### config.mk
export PLATFORM = sky130hd
export DESIGN_NAME = pc_fetch_unit
export DESIGN_NICKNAME = d
export VERILOG_FILES = /design/src/rtl/mips_pc_pkg.sv /design/src/rtl/pc_next_mux.sv /design/src/rtl/pc_fetch_unit.sv
export SDC_FILE = /design/constraint.sdc
export NUM_CORES = 1
export LEC_CHECK = 0
export ABC_AREA = 1
export BUFFER_PORTS_ARGS = -buffer_cell sky130_fd_sc_hd__buf_2
export CAP_MARGIN = 15
export CORE_ASPECT_RATIO = 0.6
export CORE_MARGIN = 2
export CORE_UTILIZATION = 48
export DETAILED_ROUTE_END_ITERATION = 12
export HOLD_SLACK_MARGIN = 0.08
export PLACE_DENSITY_LB_ADDON = 0.3
export SYNTH_ARGS = -nofsm -noshare
export SYNTH_HDL_FRONTEND = slang
export SYNTH_SLANG_ARGS = --single-unit
### constraint.sdc
create_clock -name clk -period 5.6 [get_ports clk]
set_input_delay 0.84 -clock clk [delete_from_list [all_inputs] [get_ports clk]]
set_output_delay 0.84 -clock clk [all_outputs]
set_load 0.03 [all_outputs]
### src/rtl/mips_pc_pkg.sv
// Shared definitions for the fetch unit: next-PC select encodings,
// default vectors, FSM state encoding and a small alignment helper.
package mips_pc_pkg;

    // One-hot PCsel encodings driven by the EX stage
    localparam logic [4:0] SELECT_PC_INC      = 5'b00001;
    localparam logic [4:0] SELECT_PC_ADD      = 5'b00010;
    localparam logic [4:0] SELECT_PC_JUMP     = 5'b00100;
    localparam logic [4:0] SELECT_PC_REGISTER = 5'b01000;
    localparam logic [4:0] SELECT_PC_VECTOR   = 5'b10000;

    // Default architectural vectors
    localparam logic [31:0] DEFAULT_RESET_VECTOR = 32'hBFC0_0000;
    localparam logic [31:0] DEFAULT_EXC_VECTOR   = 32'hBFC0_0380;

    // Fetch FSM states
    typedef enum logic [1:0] {
        ST_FETCH = 2'd0,
        ST_WAIT  = 2'd1,
        ST_HOLD  = 2'd2
    } fetch_state_e;

    // A word address is misaligned when either of its low two bits is set
    function automatic logic is_misaligned(input logic [31:0] addr);
        return (addr[1:0] != 2'b00);
    endfunction

endpackage

### src/rtl/pc_next_mux.sv
// Combinational redirect target selection with fixed priority
// vector > register > jump > add; a bad register target falls back
// to the exception vector and raises addr_err_raw.
module pc_next_mux
    import mips_pc_pkg::*;
#(
    parameter logic [31:0] EXC_VECTOR = DEFAULT_EXC_VECTOR
) (
    input  logic [4:0]  sel_i,
    input  logic [31:0] pc_offset_i,
    input  logic [25:0] pc_jump_i,
    input  logic [31:0] ex_pc_plus4_i,
    input  logic [31:0] reg_target_i,
    output logic        redirect_o,
    output logic [31:0] target_o,
    output logic        addr_err_raw_o
);

    // Any non-inc select bit asks for a redirect
    assign redirect_o = ((sel_i & 5'b11110) != 5'b00000);

    // Priority select of the redirect target
    always_comb begin
        target_o       = ex_pc_plus4_i;
        addr_err_raw_o = 1'b0;
        if ((sel_i & SELECT_PC_VECTOR) != 5'b00000) begin
            target_o = EXC_VECTOR;
        end else if ((sel_i & SELECT_PC_REGISTER) != 5'b00000) begin
            if (is_misaligned(reg_target_i)) begin
                target_o       = EXC_VECTOR;
                addr_err_raw_o = 1'b1;
            end else begin
                target_o = reg_target_i;
            end
        end else if ((sel_i & SELECT_PC_JUMP) != 5'b00000) begin
            target_o = {ex_pc_plus4_i[31:28], pc_jump_i, 2'b00};
        end else if ((sel_i & SELECT_PC_ADD) != 5'b00000) begin
            target_o = ex_pc_plus4_i + pc_offset_i;
        end else if ((sel_i & SELECT_PC_INC) != 5'b00000) begin
            // Sequential flow: no redirect, target is not consumed
            target_o = ex_pc_plus4_i;
        end else begin
            // All-zero select behaves as inc
            target_o = ex_pc_plus4_i;
        end
    end

endmodule

### src/rtl/pc_fetch_unit.sv
// Program counter owner and single-outstanding instruction fetcher.
// Issues requests from pc, presents responses to ID with a valid/stall
// handshake, and applies EX-stage redirects, dropping stale responses.
module pc_fetch_unit
    import mips_pc_pkg::*;
#(
    parameter logic [31:0] RESET_VECTOR = DEFAULT_RESET_VECTOR,
    parameter logic [31:0] EXC_VECTOR   = DEFAULT_EXC_VECTOR
) (
    input  logic        clk,
    input  logic        reset_n,
    input  logic        ex_valid,
    input  logic [4:0]  PCsel,
    input  logic [31:0] PCoffset,
    input  logic [25:0] PCjump,
    input  logic [31:0] ex_pc_plus4,
    input  logic [31:0] reg_target,
    output logic        imem_req,
    output logic [31:0] imem_addr,
    input  logic        imem_gnt,
    input  logic        imem_rvalid,
    input  logic [31:0] imem_rdata,
    input  logic        id_stall,
    output logic        if_valid,
    output logic [31:0] if_instr,
    output logic [31:0] if_pc,
    output logic        addr_err
);

    fetch_state_e state_q, state_d;
    logic [31:0]  pc_q, pc_d;
    logic         req_q, req_d;
    logic         drop_q, drop_d;
    logic         if_valid_q, if_valid_d;
    logic [31:0]  if_instr_q, if_instr_d;
    logic [31:0]  if_pc_q, if_pc_d;
    logic         addr_err_q, addr_err_d;

    logic         sel_redirect_s;
    logic         redirect_s;
    logic [31:0]  target_s;
    logic         addr_err_raw_s;

    pc_next_mux #(
        .EXC_VECTOR (EXC_VECTOR)
    ) u_next_mux (
        .sel_i          (PCsel),
        .pc_offset_i    (PCoffset),
        .pc_jump_i      (PCjump),
        .ex_pc_plus4_i  (ex_pc_plus4),
        .reg_target_i   (reg_target),
        .redirect_o     (sel_redirect_s),
        .target_o       (target_s),
        .addr_err_raw_o (addr_err_raw_s)
    );

    assign redirect_s = ex_valid & sel_redirect_s;

    // Next-state logic: fetch FSM, pc update, ID handshake and redirects
    always_comb begin
        state_d    = state_q;
        pc_d       = pc_q;
        drop_d     = drop_q;
        // ID consumes whenever valid and not stalled
        if_valid_d = if_valid_q & id_stall;
        if_instr_d = if_instr_q;
        if_pc_d    = if_pc_q;
        addr_err_d = redirect_s & addr_err_raw_s;
        case (state_q)
            ST_FETCH: begin
                if (redirect_s) begin
                    pc_d       = target_s;
                    if_valid_d = 1'b0;
                    if (req_q && imem_gnt) begin
                        // Granted request now fetches a squashed address
                        drop_d  = 1'b1;
                        state_d = ST_WAIT;
                    end else begin
                        state_d = ST_FETCH;
                    end
                end else if (req_q && imem_gnt) begin
                    pc_d    = pc_q + 32'd4;
                    state_d = ST_WAIT;
                end else begin
                    state_d = ST_FETCH;
                end
            end
            ST_WAIT: begin
                if (redirect_s) begin
                    pc_d       = target_s;
                    if_valid_d = 1'b0;
                    if (imem_rvalid) begin
                        // Stale response lands now: discard it directly
                        drop_d  = 1'b0;
                        state_d = ST_FETCH;
                    end else begin
                        drop_d = 1'b1;
                    end
                end else if (imem_rvalid) begin
                    if (drop_q) begin
                        drop_d  = 1'b0;
                        state_d = ST_FETCH;
                    end else begin
                        if_instr_d = imem_rdata;
                        if_pc_d    = pc_q - 32'd4;
                        if_valid_d = 1'b1;
                        state_d    = id_stall ? ST_HOLD : ST_FETCH;
                    end
                end else begin
                    state_d = ST_WAIT;
                end
            end
            ST_HOLD: begin
                if (redirect_s) begin
                    pc_d       = target_s;
                    if_valid_d = 1'b0;
                    state_d    = ST_FETCH;
                end else if (!id_stall) begin
                    state_d = ST_FETCH;
                end else begin
                    state_d = ST_HOLD;
                end
            end
            default: begin
                state_d = ST_FETCH;
            end
        endcase
        // Request is a registered copy of "next state is FETCH"
        req_d = (state_d == ST_FETCH);
    end

    // State and output registers with asynchronous reset
    always_ff @(posedge clk or negedge reset_n) begin
        if (!reset_n) begin
            state_q    <= ST_FETCH;
            pc_q       <= RESET_VECTOR;
            req_q      <= 1'b0;
            drop_q     <= 1'b0;
            if_valid_q <= 1'b0;
            if_instr_q <= 32'd0;
            if_pc_q    <= 32'd0;
            addr_err_q <= 1'b0;
        end else begin
            state_q    <= state_d;
            pc_q       <= pc_d;
            req_q      <= req_d;
            drop_q     <= drop_d;
            if_valid_q <= if_valid_d;
            if_instr_q <= if_instr_d;
            if_pc_q    <= if_pc_d;
            addr_err_q <= addr_err_d;
        end
    end

    assign imem_req  = req_q;
    assign imem_addr = pc_q;
    assign if_valid  = if_valid_q;
    assign if_instr  = if_instr_q;
    assign if_pc     = if_pc_q;
    assign addr_err  = addr_err_q;

endmodule

==> Word level (Yosys, flattened, before mapping) <==
Cells that the tools add are included.
{ "word_totals": {"word_cells": 66, "regBits": 102, "input_bits": 165} }
{ "classes": {"n_addsub": 3, "eq_ne": 7, "n_mux": 31, "bitwise": 5, "n_reduce_logical": 12} }
{ "op_table": {"columns": ["operator", "count"], "rows": [
  ["32-bit two-way mux", 8],
  ["32-bit one-hot mux with 2 select lines", 1],
  ["32-bit by 3-bit adder with 32-bit output (second input constant)", 1],
  ["32-bit adder", 1],
  ["32-bit by 3-bit subtractor with 32-bit output (second input constant)", 1],
  ["1-bit two-way mux", 13],
  ["2-bit two-way mux", 6],
  ["4-bit AND reduction", 2],
  ["3-bit inequality test (second input constant)", 2],
  ["2-bit one-hot mux with 3 select lines", 1],
  ["2-bit nonzero test", 3],
  ["5-bit nonzero test", 1],
  ["2-bit logical NOT", 2],
  ["2-bit inequality test (second input constant)", 2],
  ["1-bit one-hot mux with 2 select lines", 2],
  ["2-bit OR reduction", 2],
  ["1-bit AND", 3],
  ["3-bit AND reduction", 1],
  ["2-bit by 1-bit == test with 1-bit output (second input constant)", 1],
  ["2-bit == test (second input constant)", 1],
  ["2-bit by 1-bit inequality test with 1-bit output (second input constant)", 1],
  ["1-bit NOT", 2],
  ["1-bit logical AND", 1]
]} }

==> Logic depth before layout (Yosys ltp) <==
Gate-level depths: netlist of run 1.
{ "depth": {"word_depth": 7, "ltp_mapped": 17, "mapped_depth_nobuf": 17} }

==> Cells and area by module <==
Synthesis of run 1 repeated with hierarchy kept, for this count alone.
{ "hier_totals": {"cells_unflattened": 1573, "area_unflattened_um2": 9345.2} }
{ "modules_own_cells": {"columns": ["mod", "area_each_um2", "seq_area_each_um2", "instances", "cells_per_inst"], "rows": [
  ["pc_fetch_unit", 6019.5, 2563.7, 1, 887],
  ["pc_next_mux", 3325.7, 0.0, 1, 686]
]} }

==> Worst setup path after synthesis of run 1 <==
No wires, ideal clock.
{ "synth_timing": {"path_type": "input-to-reg", "startpoint": "input PCoffset[0]", "endpoint": "register pc_q[30] (netlist: imem_addr[30])", "arrival_ps": 2432, "path_stages": 15, "path_buffers": 0, "slack_ps": 3095, "cell_sequence": "ha_1 > fa_1 > nand3_1 > nand2_1 > nand3_1 > nand2_1 > nand2_1 > nand2_1 > nand2_1 > nand2_1 > nand2_1 > nand3_1 > nand2_1 > nand2_1 > a21oi_2"} }
{ "synth_via": {"elab_chain_len": 7} }
{ "synth_rtl": {"columns": ["element", "line", "text"], "rows": [
  ["start: declaration", "pc_fetch_unit.sv:14", "input logic [31:0] PCoffset,"],
  ["32-bit adder (*)", "pc_next_mux.sv:38", "target_o = ex_pc_plus4_i + pc_offset_i;"],
  ["32-bit two-way mux (*)", "pc_next_mux.sv:37", "end else if ((sel_i & SELECT_PC_ADD) != 5'b00000) begin"],
  ["32-bit two-way mux (*)", "pc_next_mux.sv:35", "end else if ((sel_i & SELECT_PC_JUMP) != 5'b00000) begin"],
  ["32-bit two-way mux (*)", "pc_next_mux.sv:28", "end else if ((sel_i & SELECT_PC_REGISTER) != 5'b00000) begin"],
  ["32-bit two-way mux (*)", "pc_next_mux.sv:26", "if ((sel_i & SELECT_PC_VECTOR) != 5'b00000) begin"],
  ["32-bit two-way mux (on tied branches)", "pc_fetch_unit.sv:89, pc_fetch_unit.sv:114, pc_fetch_unit.sv:71", null],
  ["32-bit one-hot mux with 2 select lines (*)", "pc_fetch_unit.sv:69", "case (state_q)"],
  ["end signal: assignment", "pc_fetch_unit.sv:145", "pc_q <= pc_d;"],
  ["end: declaration", "pc_fetch_unit.sv:31", "logic [31:0] pc_q, pc_d;"]
]} }
Every way passes the cells marked *; elsewhere a longest branch is shown, timed or not. The select of a mux whose other input is x is not followed.
A chain may end at the register's enable or synchronous reset.

==> Worst setup path in the final report of run 1 <==
{ "layout_timing": {"startpoint": "input PCsel[2]", "endpoint": "register pc_q[8] (netlist: imem_addr[8])"} }
{ "layout_via": {"elab_chain_len": 5} }
{ "layout_rtl": {"columns": ["element", "line", "text"], "rows": [
  ["start: declaration", "pc_fetch_unit.sv:13", "input logic [4:0] PCsel,"],
  ["32-bit two-way mux", "pc_next_mux.sv:35", null],
  ["32-bit two-way mux", "pc_next_mux.sv:28", null],
  ["32-bit two-way mux", "pc_next_mux.sv:26", null],
  ["32-bit two-way mux (on tied branches)", "pc_fetch_unit.sv:89, pc_fetch_unit.sv:114, pc_fetch_unit.sv:71", null],
  ["32-bit one-hot mux with 2 select lines", "pc_fetch_unit.sv:69", null]
]} }
Several ways; a longest one is shown, not always the timed one. The select of a mux whose other input is x is not followed.

==> results.cfg, run 1 <==
[run_status]
status = completed

[final_layout]
drive_gt1_share_pct = 21.8
num-nets-final = 1809
final_cell_mix = nand2_1, buf_2, nor2_1
final_util_pct = 58.4
final_common_cell = nand2_1
n_antenna_cell = 0
final-instance-count-excl-fill = 1851
syn_to_final_growth_pct = 19.2

[synthesis]
syn_inst = 1380
syn_avg_cell_area_um2 = 6.41
synth_mux_area_share_pct = 0
synth_compound_area_share_pct = 12.8
netlist.area_leader.share_pct = 26.3
synthAdderAreaFrac_pct = 5.46
syn-num-nets = 1583
yosys_warnings = 0
yosysSeqAreaShare_pct = 29.0
synth-seq-cells = 102
synthXorXnorAreaFrac_pct = 4.55
syn_area_um2 = 8850
synth_cell_type_count = 50
synth_top_family_by_area = simple AND/OR/NAND/NOR gates
synth-simple-area-share_pct = 38.7
yosys.area.top_type = dfrtp_1
synthTopCellsByArea = dfrtp_1, nand2_1, nor2_1, nand3_1, inv_1

[detailed_routing]
drc_errors = 0
ant_nets = 0
vias = 10100
routedWlPerCell_um = 17.2
vias_per_cell = 5.47
dr.pass1.iters = 7
routed_wirelength_mm = 31.9
drt-initial-drc-count = 1127

[timing]
tns_ns = 0
slew_headroom_pct = 45.2
setup_viol = 0
min_period_ns = 3.46
hold_viol = 0
rsz0062_at_grt = no
hold_ws_ns = 0.468
worst_slack_ns = 2.14
final-max-slew-violation-count = 0
tightestPinTransition_ns = 0.817
fin_crit_sh_pct = 61.8
fmax_mhz = 289
finalClockSkew_ns = 0.0128

[die]
initial_core_util_pct = 49.0
fp-row-count = 38
core_um2 = 18100
dieArea_um2 = 19600
dieHeight_um = 109
die_x_um = 179
pin_count = 264

[global_route]
grt-busiest-layer = met1
antenna_found_initial = 0
globalRouteMet3Util_pct = 8.61
grt_util_met1_pct = 51.8
gr-usage-met2_pct = 43.3
grt.overflow.total = 0
grtUsageTotal_pct = 32.4
grt_pass1_vias = 8819
grt_max_degree = 78
grt_first_pass_wirelength_mm = 48.4

[flow_run]
cap_violations = 0

[clocking]
cts_tree = built
cts_setup_buffers = 0
cts_buffers = 9
htree_levels = 3
cts_buffer_depth = 2
worstSkewPairLatency_ns = 0.36
cts_resized = 0
clock_sinks = 102
clk_pin_slew_worst_paths_ns = 0.08
cts_hold_buffers = 0
clockRootBuffer = clkbuf_16

[power_and_ir_drop]
pwr-share-clk_pct = 13.1
power.internal_uw = 2190
power.density_nw_per_um2 = 450
seqPwrFrac_pct = 32.0
switching_share_pct = 53.9
vdd_drop_max_mv = 0.336
leakage_uw = 0.00571
switchingPower_uw = 2560
comb_power_share_pct = 54.9

[min_path]
hold_class = reg -> reg

[place]
port_buffers = 262
pre_cts_ws_ns = 1.92
dp_hpwl_mm = 25.5
placedCellCount = 1834
gp_congestion = 0.955

[setup_path]
crit_arrival_ns = 3.68
cp_max_fo = 35
crit_required_ns = 5.82
critPathCaptureType = register
crit_type = in -> reg
crit_path_start_kind = primary input
==> worst max-delay path, stage by stage <==
cell	delay, ns
buf_2	0.13
nor2_1	0.63
nand2_1	0.28
nand2_2	0.21
inv_2	0.10
nor2_4	0.52
inv_2	0.45
a21oi_1	0.20
o21ai_0	0.10
nand3_1	0.08
o21ai_0	0.10
==> power by group through the flow <==
stage / logic, µW / registers (µW) / clock network, µW
after floorplan: 1310 / 2000 / 0
after global placement: 2540 / 1500 / 0
after detailed placement: 2570 / 1510 / 0
after CTS: 2590 / 1510 / 627
after global routing: 2850 / 1570 / 658
final: 2600 / 1510 / 624
==> per-stage QoR <==
| stage | area (µm²) | power [µW] |
|---|---|---|
| floorplan | 8850 | 3320 |
| CTS | 10500 | 4720 |
| detailed placement | 10200 | 4090 |
| finish | 10500 | 4740 |
| global placement | 10200 | 4040 |
| global route | 10500 | 5070 |
==> synth_stat cells, drive strengths merged <==
| master | count |
|---|---|
| nand2 | 470 |
| nor2 | 150 |
| inv | 146 |
| nand3 | 107 |
| dfrtp | 93 |
| a21oi | 73 |
| o21ai | 65 |
| ha | 37 |
| xor2 | 37 |
| buf | 31 |
| nor3 | 27 |
| clkbuf | 23 |
| nand4 | 18 |
| a31oi | 13 |
| a22oi | 12 |
| dfstp | 9 |
| o22ai | 9 |
| xnor2 | 9 |
| nor4 | 7 |
| o21bai | 7 |
| clkinv | 6 |
| or2 | 6 |
| nand3b | 4 |
| o22a | 4 |
| o221ai | 3 |
| a21o | 2 |
| a311oi | 2 |
| o211ai | 2 |
| o31ai | 2 |
| a211o | 1 |
| a21boi | 1 |
| fa | 1 |
| nor3b | 1 |
| o21a | 1 |
| o41ai | 1 |
==> area by class of cell <==
class                           instances  area (µm²)
Clock buffer                            9         225
Timing Repair Buffer                  269        1380
Fill cell                            1825        7520
Multi-Input combinational cell       1072        5440
Tap cell                              240         300
Sequential cell                       102        2560
Clock inverter                          7        66.3
Inverter                              152         571
==> kinds of logic (layout without fill, tap and decap cells) <==
logic type               after synthesis  after routing
XOR/XNOR                              46             46
AO/OA/AOI/OAI                        198            198
buffers and inverters                206            437
adder cells (fa/ha/maj)               38             38
flip-flops                           102            102
AND/OR/NAND/NOR                      790            790
==> layer usage <==
layer / part of all wire [%] / routed length [µm]
met1: 48 / 15400
met2: 38 / 12100
met3: 13 / 4040
met4: 0.78 / 247
met5: 0 / 0
==> final timing paths <==
check | startpoint | endpoint | slack, ns | depth (start not counted)
min in group asynchronous | reset_n | if_instr[10]$_DFFE_PN0P_ | 0.48 | 1
min reg2reg | if_instr[29]$_DFFE_PN0P_ | if_instr[29]$_DFFE_PN0P_ | 0.47 | 2
max in group asynchronous | reset_n | imem_addr[17]$_DFFE_PN0P_ | 3.90 | 2
max | PCsel[2] | imem_addr[8]$_DFFE_PN0P_ | 2.14 | 11
max reg2reg | state_q[0]$_DFF_PN0_ | imem_addr[5]$_DFFE_PN0P_ | 3.11 | 8
min | if_instr[29]$_DFFE_PN0P_ | if_instr[29]$_DFFE_PN0P_ | 0.47 | 2
==> flip-flops by register name (all words and copies together), names as in the netlist <==
signal	flops
addr_err	1
drop_q	1
if_instr	32
if_pc	32
if_valid	1
imem_addr	32
imem_req	1
state_q	2
Note: power is estimated with default switching activity, not from simulation.
==> inputs of run 2 (changes only) <==
==> constraint.sdc (replaced) <==
create_clock -name clk -period 3.3 [get_ports clk]
set_input_delay 0.495 -clock clk [delete_from_list [all_inputs] [get_ports clk]]
set_output_delay 0.495 -clock clk [all_outputs]
set_load 0.03 [all_outputs]
==> results.cfg, run 2 (synthesis results as in run 1) <==
[run_status]
status = completed

[timing]
final-max-slew-violation-count = 0
tightestPinTransition_ns = 0.786
fmax_mhz = 397
hold_viol = 0
rsz0062_at_grt = no
fin_crit_sh_pct = 76.3
finalClockSkew_ns = 0.0116
min_period_ns = 2.52
worst_slack_ns = 0.781
tns_ns = 0
setup_viol = 0
hold_ws_ns = 0.189
slew_headroom_pct = 47.3

[place]
dp_hpwl_mm = 26.1
port_buffers = 262
placedInstanceArea_um2 = 10300
gp_congestion = 0.973
pre_cts_ws_ns = 0.512

[final_layout]
final_util_pct = 58.7
syn_to_final_growth_pct = 19.9
n_antenna_cell = 0
final_area_um2 = 10600
final_common_cell = nand2_1
final_cell_mix = nand2_1, buf_2, nor2_1
num-nets-final = 1817
drive_gt1_share_pct = 22.2

[detailed_routing]
vias = 10100
drc_errors = 0
routedWlPerCell_um = 17.2
vias_per_cell = 5.41
routed_wirelength_mm = 32.0
ant_nets = 0
dr.pass1.iters = 5
drt-initial-drc-count = 1030

[global_route]
grt-busiest-layer = met1
antenna_found_initial = 0
grt.overflow.total = 0
grt_util_met1_pct = 52.1
gr-usage-met2_pct = 43.5
globalRouteMet3Util_pct = 9.80
grtUsageTotal_pct = 32.7
grt_first_pass_wirelength_mm = 48.8
grt_max_degree = 54
grt_pass1_vias = 8901

[clocking]
cts_setup_buffers = 0
cts_resized = 0
cts_tree = built
worstSkewPairLatency_ns = 0.36
clk_pin_slew_worst_paths_ns = 0.07
cts_buffer_depth = 2
clock_sinks = 102
htree_levels = 3
clockRootBuffer = clkbuf_16
cts_buffers = 9
cts_hold_buffers = 0

[die]
dieHeight_um = 109
initial_core_util_pct = 49.0
core_um2 = 18100
pin_count = 264
dieArea_um2 = 19600
die_x_um = 179
fp-row-count = 38

[setup_path]
critPathCaptureType = register
r2r_slack_ns = 1.04
crit_required_ns = 3.59
crit_arrival_ns = 2.81
crit_path_start_kind = primary input
crit_type = in -> reg
cp_max_fo = 5

[power_and_ir_drop]
power.internal_uw = 3720
leakage_uw = 0.00575
switching_share_pct = 53.7
seqPwrFrac_pct = 31.7
power.density_nw_per_um2 = 758
vdd_drop_max_mv = 0.611
pwr-share-clk_pct = 13.0
switchingPower_uw = 4320
comb_power_share_pct = 55.3

[flow_run]
cap_violations = 0

[min_path]
hold_class = in -> async
==> run 2: cell type report <==
type                            instances  area, µm²
Clock buffer                            9        225
Clock inverter                          7       67.6
Fill cell                            1809       7460
Inverter                              152        571
Multi-Input combinational cell       1072       5440
Sequential cell                       102       2560
Tap cell                              240        300
Timing Repair Buffer                  277       1440
==> run 2: power by group through the flow <==
stage / clock [µW] / combinational, µW / sequential, µW
3_3_place_gp: 0 / 4330 / 2540
2_1_floorplan: 0 / 2230 / 3390
4_1_cts: 1070 / 4430 / 2530
6_report: 1050 / 4440 / 2550
5_1_grt: 1110 / 4860 / 2640
3_5_place_dp: 0 / 4410 / 2550
==> run 2: layer usage <==
metal / wire, µm / vias to the layer above
met5: 0 / -
met4: 225 / 0
met3: 4050 / 19
met2: 12100 / 523
met1: 15700 / 4573
li1: - / 4941
==> run 2: final timing paths <==
path / from / endpoint / depth (start not counted)
worst min-delay path: reset_n / if_instr[8]$_DFFE_PN0P_ / 1
min in group clk: imem_rdata[16] / if_instr[16]$_DFFE_PN0P_ / 3
worst min register to register: if_instr[13]$_DFFE_PN0P_ / if_instr[13]$_DFFE_PN0P_ / 2
max in group asynchronous: reset_n / if_pc[12]$_DFFE_PN0P_ / 2
worst max register to register: imem_addr[2]$_DFFE_PN0P_ / if_pc[30]$_DFFE_PN0P_ / 12
worst max-delay path: ex_pc_plus4[24] / imem_addr[25]$_DFFE_PN1P_ / 17
==> run 2: through the flow <==
stage / instances / total power, µW
after detailed placement: 1843 / 6960
after floorplan: 1380 / 5630
after global routing: 1859 / 8620
after global placement: 1843 / 6870
after CTS: 1859 / 8030
final: 1859 / 8040
==> run 2: worst max-delay path, cell delays in order <==
cell	delay (ns)
buf_2	0.11
ha_1	0.41
nand2_1	0.13
nor2_1	0.16
inv_1	0.11
nor2_1	0.17
inv_1	0.10
nor2_1	0.46
nor2_1	0.11
nand2_1	0.08
nand2_1	0.06
nand3_1	0.06
nand2_1	0.09
nand2_1	0.08
nand2_1	0.09
nand2_1	0.06
nand2_1	0.04
==> inputs of run 3 (changes only) <==
--- a/config.mk
+++ b/config.mk
@@ -5,7 +5,7 @@
 export SDC_FILE = /design/constraint.sdc
 export NUM_CORES = 1
 export LEC_CHECK = 0
-export ABC_AREA = 1
+export ABC_AREA = 0
 export BUFFER_PORTS_ARGS = -buffer_cell sky130_fd_sc_hd__buf_2
 export CAP_MARGIN = 15
 export CORE_ASPECT_RATIO = 0.6
==> constraint.sdc (replaced) <==
create_clock -name clk -period 2.44 [get_ports clk]
set_input_delay 0.366 -clock clk [delete_from_list [all_inputs] [get_ports clk]]
set_output_delay 0.366 -clock clk [all_outputs]
set_load 0.03 [all_outputs]
==> results.cfg, run 3 <==
[place]
port_buffers = 262
gp_congestion = 0.949
dp_hpwl_mm = 21.0

[setup_path]
path_cells = buf_6, ha_4, fa_2, a211o_1, a211o_1, a221o_1, a41o_1, a311o_1, xnor2_1, a21oi_1, nor2_1, o41ai_1
cp.buffers_inverters = 1
crit_family = compound AO/OA/AOI/OAI gates
cpMaxStageDelayCell = a221o_1
crit_type = in -> reg
crit_required_ns = 2.67
crit_arrival_ns = 3.26
crit_path_start_kind = primary input
crit_top_cell = a211o_1
cp_max_fo = 3
max_stage_delay_ns = 0.39
critPathCaptureType = register

[synthesis]
syn_area_um2 = 7510
synth_most_common_cell = nand2_1
synthTopCellsByCount = nand2_1, dfrtp_1, o21ai_0
synthArstFlopShare_pct = 100
synthTopCellsByArea = dfrtp_1, nand2_1, ha_1, o21ai_0, a21oi_1
yosys_warnings = 0
syn_avg_cell_area_um2 = 7.67
yosysSeqAreaShare_pct = 34.1
syn-num-nets = 1182
syn_inst = 979
yosys.area.top_type = dfrtp_1
synth-seq-cells = 102
synth-edff-count = 0
netlist.area_leader.share_pct = 31.0
synth_cell_type_count = 55
ys.flop_type = dfrtp_1

[timing]
tns_ns = -2.80
hold_ws_ns = 0.210
min_period_ns = 3.03
rsz0062_at_grt = yes
finalClockSkew_ns = 0.00572
fin_crit_sh_pct = 124
fmax_mhz = 330
slew_headroom_pct = 47.8
final-max-slew-violation-count = 0
worst_slack_ns = -0.591
hold_viol = 0
tightestPinTransition_ns = 0.780
setup_viol = 10

[clocking]
cts_buffers = 9
clock_sinks = 102
clockRootBuffer = clkbuf_16
clk_pin_slew_worst_paths_ns = 0.07
worstSkewPairLatency_ns = 0.34
cts_buffer_depth = 2
htree_levels = 3
cts_tree = built

[detailed_routing]
vias = 8910
ant_nets = 0
routed_wirelength_mm = 26.9
routedWlPerCell_um = 17.2
drc_errors = 0
dr.pass1.iters = 5
vias_per_cell = 5.70
drt-initial-drc-count = 877

[final_layout]
fill_cells = 1285
drive_gt1_share_pct = 37.8
final_common_cell = buf_2
syn_to_final_growth_pct = 44.3
final_util_pct = 70.7
num-nets-final = 1558
final_cell_mix = buf_2, nand2_1, buf_4

[die]
dieHeight_um = 101
core_um2 = 15300
pin_count = 264
fp-row-count = 35
initial_core_util_pct = 49.0
dieArea_um2 = 16700
die_x_um = 165

[power_and_ir_drop]
vdd_drop_max_mv = 0.670
leakage_uw = 0.00533
power.density_nw_per_um2 = 921

[run_status]
violations = negative setup slack
status = finished with violations

[global_route]
grtUsageTotal_pct = 31.4
grt_first_pass_wirelength_mm = 41.3
gr-usage-met2_pct = 49.0
grt_util_met1_pct = 45.5
grt.overflow.total = 0
grt_max_degree = 91
grt_pass1_vias = 8036
globalRouteMet3Util_pct = 6.75
antenna_found_initial = 1
grt-busiest-layer = met2

[flow_run]
cap_violations = 0

[min_path]
hold_class = in -> reg
run 3: changes by cell type after synthesis, sizes merged, moves of 12 or more:
cell    before  now
a211oi       0   15
a21oi       73   88
and3         0   15
buf         31    4
clkbuf      23   56
inv        146   15
mux2i        0   12
nand2      470  193
nand3      107   25
nand4       18    6
nor2       150   84
o21ai       65   91
xnor2        9   37
xor2        37   14
run 3: kinds of logic (layout without fill, tap and decap cells):
logic type	Yosys count	in the layout	synth area share, %
buf+inv	75	456	3.75
fa+ha+maj	38	38	6.43
xor+xnor	51	51	5.95
other cells	0	1	0
compound gates	299	299	24.6
flops	102	102	34.1
simple gates	401	401	23.4
mux	13	13	1.75
run 3: path summary, 6_finish.rpt:
check / startpoint / endpoint / slack, ns / cells after the start
hold / removal: imem_rdata[16] / if_instr[16]$_DFFE_PN0P_ / 0.21 / 3
hold reg to reg: if_instr[5]$_DFFE_PN0P_ / if_instr[5]$_DFFE_PN0P_ / 0.47 / 2
max in group asynchronous: reset_n / imem_addr[20]$_DFFE_PN0P_ / 1.41 / 3
setup / recovery: ex_pc_plus4[0] / imem_addr[20]$_DFFE_PN0P_ / -0.59 / 12
setup reg to reg: imem_addr[2]$_DFFE_PN0P_ / imem_addr[20]$_DFFE_PN0P_ / -0.02 / 9
min in group asynchronous: reset_n / if_instr[30]$_DFFE_PN0P_ / 0.35 / 2
run 3: power by group:
group          switching [µW]  internal [µW]  total [µW]  leakage, µW
Clock                     662            733        1400     0.000136
Sequential                521           2400        2930      0.00127
Combinational            3610           2050        5650      0.00392
Total                    4790           5180        9980      0.00533
run 3: layout make-up:
class                      count  area, µm²  area share [%]
multi-input combinational    802       5040            46.6
timing repair buffer         425       2620            24.2
sequential                   102       2570            23.7
tap                          203        254            2.34
clock buffer                  10        239            2.21
inverter                      15       56.3           0.520
clock inverter                 6       50.0           0.462
antenna                        1       2.50          0.0231
run 3: metal layers:
metal,vias up,share of wire [%]
li1,4252,-
met1,4168,44
met2,459,44
met3,31,11
met4,0,1.4
met5,-,0
run 3: worst min-delay path, stage by stage:
cell     delay [ns]
buf_2          0.08
nand2_1        0.04
nand2_1        0.04
run 3: timing repair:
item | in CTS | in global routing
pin swaps | 25 | 35
gates resized for setup | 25 | 41
hold buffers | 1 | 0
setup buffers | 6 | 7
hold endpoints to repair | 57 | 0
endpoints found under the setup margin | 21 | 28
run 3: through the flow:
step                power [µW]  setup WS (ns)  instances  cell area, µm²
floorplan                 6250         -0.639        979            7600
global placement          8250         -0.889       1538           10200
detailed placement        8360         -0.966       1538           10200
CTS                       9830         -0.477       1561           10600
global route             10600         -0.609       1564           10800
finish                    9980         -0.591       1564           10800
